File: config.mk
export PLATFORM = sky130hd
export DESIGN_NAME = i2c_cmd_arbiter
export DESIGN_NICKNAME = d
export VERILOG_FILES = /design/src/rtl/i2c_cmd_arbiter.sv
export SDC_FILE = /design/constraint.sdc
export NUM_CORES = 1
export LEC_CHECK = 0
export ABC_AREA = 1
export ABC_CLOCK_PERIOD_IN_PS = 1500
export CORE_AREA = 8 8 77 79
export DETAILED_ROUTE_END_ITERATION = 8
export DIE_AREA = 0 0 85 87
export GPL_TIMING_DRIVEN = 0
export PLACE_DENSITY = 0.79
export SLEW_MARGIN = 20
export SYNTH_ARGS = -nofsm -noshare
export SYNTH_HDL_FRONTEND = slang
export SYNTH_SLANG_ARGS = --single-unit
File: constraint.sdc
create_clock -name i2c_clk -period 1.5 [get_ports i2c_clk]
set_clock_uncertainty 0.05 [all_clocks]
set_input_delay 0.15 -clock i2c_clk [delete_from_list [all_inputs] [get_ports i2c_clk]]
set_output_delay 0.15 -clock i2c_clk [all_outputs]
set_load 0.03 [all_outputs]
File: src/rtl/i2c_cmd_arbiter.sv
// i2c_cmd_arbiter: round-robin sharing of one i2c_master write port between N_REQ command sources.
// Optional retry of errored commands is built when I2C_ARB_RETRY_EN is defined.
module i2c_cmd_arbiter #(
    parameter int N_REQ     = 2,
    parameter int MAX_RETRY = 3
) (
    input  logic                 i2c_clk,
    input  logic                 rst_n,
    input  logic [N_REQ-1:0]     req_valid,
    input  logic [24*N_REQ-1:0]  req_data,
    output logic [N_REQ-1:0]     req_done,
    output logic [N_REQ-1:0]     req_err,
    output logic [N_REQ-1:0]     grant,
    output logic                 busy,
    output logic [23:0]          m_data,
    output logic                 m_valid,
    input  logic                 m_ready,
    input  logic                 m_error
);
    localparam int IW = $clog2(N_REQ);

    typedef enum logic [2:0] {IDLE, ARB, ISSUE, WAIT_LOW, WAIT_HIGH, DONE} state_t;

    state_t        state;
    logic [IW-1:0] rr_ptr;
    logic [IW-1:0] gidx;
    logic [IW-1:0] pick_idx;
    logic          pick_found;
    logic [IW:0]   idx_sum;
    logic          retry_ok;

    if (N_REQ < 2 || N_REQ > 8 || MAX_RETRY < 0 || MAX_RETRY > 15) begin : g_bad_cfg
        $error("i2c_cmd_arbiter: N_REQ must be 2..8 and MAX_RETRY 0..15");
    end

`ifdef I2C_ARB_RETRY_EN
    logic [3:0] retry_cnt;
    assign retry_ok = retry_cnt < 4'(MAX_RETRY);
`else
    assign retry_ok = 1'b0;
`endif

    assign busy = state != IDLE;

    // Round-robin pick: scan downward so the lowest offset from rr_ptr wins
    always_comb begin
        pick_found = 1'b0;
        pick_idx   = '0;
        idx_sum    = '0;
        for (int k = N_REQ - 1; k >= 0; k--) begin
            idx_sum = {1'b0, rr_ptr} + (IW+1)'(k);
            idx_sum = idx_sum >= (IW+1)'(N_REQ) ? idx_sum - (IW+1)'(N_REQ) : idx_sum;
            if (req_valid[idx_sum[IW-1:0]]) begin
                pick_found = 1'b1;
                pick_idx   = idx_sum[IW-1:0];
            end
        end
    end

    // Transaction FSM with registered master handshake, grant and completion pulses
    always_ff @(posedge i2c_clk or negedge rst_n) begin
        if (!rst_n) begin
            state    <= IDLE;
            rr_ptr   <= '0;
            gidx     <= '0;
            grant    <= '0;
            m_data   <= '0;
            m_valid  <= 1'b0;
            req_done <= '0;
            req_err  <= '0;
`ifdef I2C_ARB_RETRY_EN
            retry_cnt <= '0;
`endif
        end else begin
            req_done <= '0;
            req_err  <= '0;
            case (state)
                IDLE: state <= |req_valid ? ARB : IDLE;
                ARB: begin
                    if (pick_found) begin
                        grant   <= N_REQ'(1) << pick_idx;
                        gidx    <= pick_idx;
                        m_data  <= req_data[int'(pick_idx)*24 +: 24];
                        m_valid <= 1'b1;
                        state   <= ISSUE;
`ifdef I2C_ARB_RETRY_EN
                        retry_cnt <= '0;
`endif
                    end else begin
                        state <= IDLE;
                    end
                end
                ISSUE: begin
                    if (m_ready) begin
                        m_valid <= 1'b0;
                        state   <= WAIT_LOW;
                    end
                end
                WAIT_LOW: state <= m_ready ? WAIT_LOW : WAIT_HIGH;
                WAIT_HIGH: begin
                    if (m_ready) begin
                        if (m_error && retry_ok) begin
                            m_valid <= 1'b1;
                            state   <= ISSUE;
`ifdef I2C_ARB_RETRY_EN
                            retry_cnt <= retry_cnt + 1'b1;
`endif
                        end else begin
                            req_done <= grant;
                            req_err  <= m_error ? grant : '0;
                            state    <= DONE;
                        end
                    end
                end
                DONE: begin
                    grant  <= '0;
                    rr_ptr <= gidx == IW'(N_REQ - 1) ? '0 : gidx + 1'b1;
                    state  <= IDLE;
                end
                default: state <= IDLE;
            endcase
        end
    end
endmodule

# Word-level counts from Yosys, hierarchy flattened
# Cells that the tools add are included.
op_classes:
  add_sub_neg: 4
  mul: 1
  order_cmp: 4
  eq_ne: 8
  shifts: 2
  mux: 27
  reduce_logical: 9
op_table:
  columns: ["operator", "n"]
  rows:
  - ["48-bit by 7-bit indexed part select with 24-bit output", 1]
  - ["3-bit one-hot mux with 5 select lines", 1]
  - ["1-bit two-way mux", 14]
  - ["2-bit two-way mux", 7]
  - ["3-bit two-way mux", 3]
  - ["3-bit by 2-bit equality test with 1-bit output (second input constant)", 2]
  - ["3-bit equality test (second input constant)", 2]
  - ["2-bit != test (second input constant)", 3]
  - ["2-bit AND reduction", 3]
  - ["1-bit by 2-bit less-than comparator with 1-bit output (second input constant)", 2]
  - ["2-bit one-hot mux with 2 select lines", 1]
  - ["2-bit nonzero test", 2]
  - ["3-bit by 1-bit equality test with 1-bit output (second input constant)", 1]
  - ["3-bit zero test", 1]
  - ["1-bit by 2-bit multiplier with 3-bit output (second input constant)", 1]
  - ["3-bit AND reduction", 1]
  - ["3-bit nonzero test", 1]
  - ["1-bit by 1-bit adder with 2-bit output (second input constant)", 1]
  - ["1-bit by 2-bit >= comparator with 1-bit output (second input constant)", 1]
  - ["2-bit >= comparator (second input constant)", 1]
  - ["1-bit one-hot mux with 2 select lines", 1]
  - ["2-bit OR reduction", 1]
  - ["1-bit by 1-bit left shift with 2-bit output (first input constant)", 1]
  - ["1-bit subtractor (second input constant)", 2]
  - ["1-bit adder (second input constant)", 1]
totals:
  ff_bits: 36
  in_bits: 54
  output_inout_bits: 32
  elab_cells: 63

# Longest topological paths before layout
logic_depth:
  ltp_word: 10
  depth_mapped: 8
  mapped_depth_nobuf: 6

# Least setup slack after synthesis
# Ideal clock, no wire load.
synth_path:
  path_type: "reg2reg"
  start: "reg state[2]"
  end: "reg m_data[0]"
  setup_ns: 0.065
  arrival_ns: 1.039
  required_time_ns: 1.385
  setup_slack_ns: 0.345
  path_stages_with_launch: 7
  path_buffers: 1
  period_less_slack_ns: 1.155
  cell_sequence: "dfrtp_1 > inv_2 > nand3_2 > nor2_8 > buf_6 > nand3_1 > nand2_1"
synth_between:
  elab_chain_len: 2
synth_lines:
  columns: ["item", "line_no", "text"]
  rows:
  - ["start: declaration", "24", "state_t state;"]
  - ["start signal: assignment", "78", "IDLE: state <= |req_valid ? ARB : IDLE;"]
  - ["start signal: assignment", "99", "WAIT_LOW: state <= m_ready ? WAIT_LOW : WAIT_HIGH;"]
  - ["3-bit by 1-bit equality test with 1-bit output", "77", "case (state)"]
  - ["2-bit AND reduction (no source line)", null, null]
  - ["end signal: assignment", "83", "m_data <= req_data[int'(pick_idx)*24 +: 24];"]
  - ["end: declaration", "15", "output logic [23:0] m_data,"]
# No other way between the ends.
# A chain may end at the register's enable or synchronous reset.

# Worst setup path after layout
layout_path:
  start: "reg state[2]"
  end: "out busy"
layout_between:
  elab_chain_len: 1
layout_lines:
  columns: ["item", "line_no", "text"]
  rows:
  - ["3-bit nonzero test", "43", "assign busy = state != IDLE;"]
  - ["end: declaration", "14", "output logic busy,"]
# No other way between the ends.

==> flow_summary.yaml <==
outcome:
  status: "complete, no violations"
finish:
  nFillCells: 459
  n_antenna_cell: 0
  area_delta_synth_final_pct: 53.5
  stdcell_count: 417
  nets: 414
  final_area_mm2: 0.00298
  layout-drive-gt1-share_pct: 9.42
grt:
  antenna_found_initial: 0
  grt_overflow: 0
  grt_pass1_vias: 1845
  grt_max_degree: 20
  grt_usage_pct: 14.9
  grt_pass1_wl_um: 8870
sta:
  min_period_ps: 1430
  finalMaxSlewViolations: 0
  whs_ps: 198
  fin_ws_ps: 70.1
  period_share_pct: 95.3
  worst_slew_pin_slew_ps: 510
  setup_viol: 0
  max_clock_freq_mhz: 699
  finalHoldViolCount: 0
  rsz0062_at_grt: "no"
  relSlewSlack_pct: 66.0
floorplan:
  row_count: 26
  die_width_um: 85
  num_io_pins: 86
  die-area_mm2: 0.00740
  die_h_um: 87
  initial_core_util_pct: 40.0
  coreArea_mm2: 0.00485
cts:
  postCtsSetupBuffers: 0
  clockBufferDepth: 2
  cts_tree: "done"
  clock_latency_ps: 280
  clockRootBuffer: "clkbuf_8"
  cts_made_buffers: 5
  clkTransAtPathRegs_ps: 80
  cts_max_level: 2
  cts.sinks: 36
routing:
  postRouteAntennaNets: 0
  vias: 1937
  via_per_inst: 4.65
  drcViolationCount: 0
  wl_um: 5380
  wire_per_inst_um: 12.9
  first_iter_violations: 68
  firstDrtPassIters: 7
place:
  io_buffer_count: 84
  post-place-ws_ps: -104
  placed_area_mm2: 0.00287
  placed_cells: 408
  gp_congestion: 0.806
  hpwl_um: 4150
power:
  vdd_ir_drop_max_v: 0.00121
  p_total_w: 0.00536
  pwr_density_cell_mw_per_mm2: 1800
  p_leak_nw: 1.72
setup_path:
  r2r_slack_ps: 140
  worst-path-max-fanout: 6
  critical_path_class: "reg -> out"
  critical_path_required_ps: 1300
  critical_path.startpoint_type: "flop"
  worst_setup_path_end_kind: "output pin"
  r2r_cells: 6
  arrival_ps: 1230
min_path:
  hold_depth: 4
  min_path_type: "in -> reg"
yosys:
  synth_top_cell_by_area: "dfrtp_1"
  synth_area_leaders: "dfrtp_1 46%, nand2_1 17%, nand3_1 13%"
  synth_top_area_share_pct: 46.5
  async_flop_share_pct: 100
  mappedNetlistNets: 321
  synth_edf_count: 0
  yosysWarnings: 0
  synth_cell_types: 22
  synthCells: 267
  synth_seq_cells: 36
  syn_avg_cell_area_um2: 7.26
  synth_area_mm2: 0.00194
  synthFlopType: "dfrtp_1"
  synth_most_common_cell: "nand2_1"
  ys_top_cells_by_count: "89 x nand2_1, 56 x inv_1, 50 x nand3_1, 36 x dfrtp_1, 5 x nor2_1"
  synth_seq_area_share_pct: 46.5
job:
  maxCapViolCount: 0
## repair_timing
| action | CTS | global route |
|---|---|---|
| hold buffers | 1 | 0 |
| hold endpoints to repair | 17 | 0 |
| endpoints found under the setup margin | 29 | 6 |
| gates resized for setup | 31 | 8 |
## metal layers
layer	GRT usage [%]	wire length, um	vias up
met4	2.91	18	0
met2	25.6	2650	63
met3	5.57	409	2
met1	17.2	2300	881
met5	0	0	-
li1	-	-	991
## area by class of cell
| cell class | count | area, um2 | area share (%) |
|---|---|---|---|
| flip-flops and latches | 36 | 903 | 30.3 |
| repair buffers | 86 | 847 | 28.4 |
| multi-input cells | 160 | 741 | 24.9 |
| inverters | 60 | 228 | 7.65 |
| plain buffers | 11 | 77.6 | 2.61 |
| well taps | 56 | 70.1 | 2.35 |
| clock buffers | 5 | 68.8 | 2.31 |
| clock inverters | 3 | 42.5 | 1.43 |
## worst max-delay path, stage by stage (launching register included)
cell and delay, ps:
dfrtp_2 450, inv_2 140, nand2_1 70, clkdlybuf4s15_2 280
## worst paths after layout
path / startpoint / to
max in group asynchronous: rst_n / state[1]
min in group asynchronous: rst_n / m_data[7]
hold reg to reg: gidx / rr_ptr
setup reg to reg: state[2] / m_data[17]
setup / recovery: state[2] / busy
hold / removal: req_valid[1] / m_data[3]
## layout by cell type, fill, tap and decap left out, types with 2 or more instances in the layout
master            n
dlygate4sd2_1    28
buf_2             3
nand4_1           2
clkbuf_4          2
nor3_1            2
dfrtp_1          34
nand3_1          50
clkdlybuf4s50_1  51
inv_1            56
o21ai_0           2
nand2_2           2
inv_2             3
dlymetal6s2s_1    3
buf_6             2
dfrtp_2           2
clkbuf_8          5
clkbuf_1          2
nand2_1          89
nor2_1            4
buf_4             3
nor4_1            2
## metrics by stage
step | setup TNS, ps | utilization, %
after floorplan | 0 | -
after global placement | -23420 | 58.8
after detailed placement | -1530 | 59.3
after CTS | 0 | 61.1
after global routing | 0 | 61.4
final | 0 | 61.4
## power breakdown
| part | switching [W] | internal (W) | leakage (nW) | total, W |
|---|---|---|---|---|
| Sequential | 0.000258 | 0.00142 | 0.443 | 0.00168 |
| Clock | 0.000351 | 0.000492 | 0.0541 | 0.000843 |
| Combinational | 0.00185 | 0.000988 | 1.22 | 0.00284 |
| Total | 0.00246 | 0.00290 | 1.72 | 0.00536 |
## kinds of logic (layout without fill, tap and decap cells)
family / after synthesis / in the layout / synth area share (%)
buf+inv: 71 / 165 / 15.5
flops: 36 / 36 / 46.5
compound gates: 3 / 3 / 0.903
simple gates: 157 / 157 / 37.2
## registers in the layout, summed over array words and instances (netlist names)
signal    count
m_data       24
state         3
grant         2
req_done      2
req_err       2
gidx          1
m_valid       1
rr_ptr        1
Power figures use the tool's default switching activity.
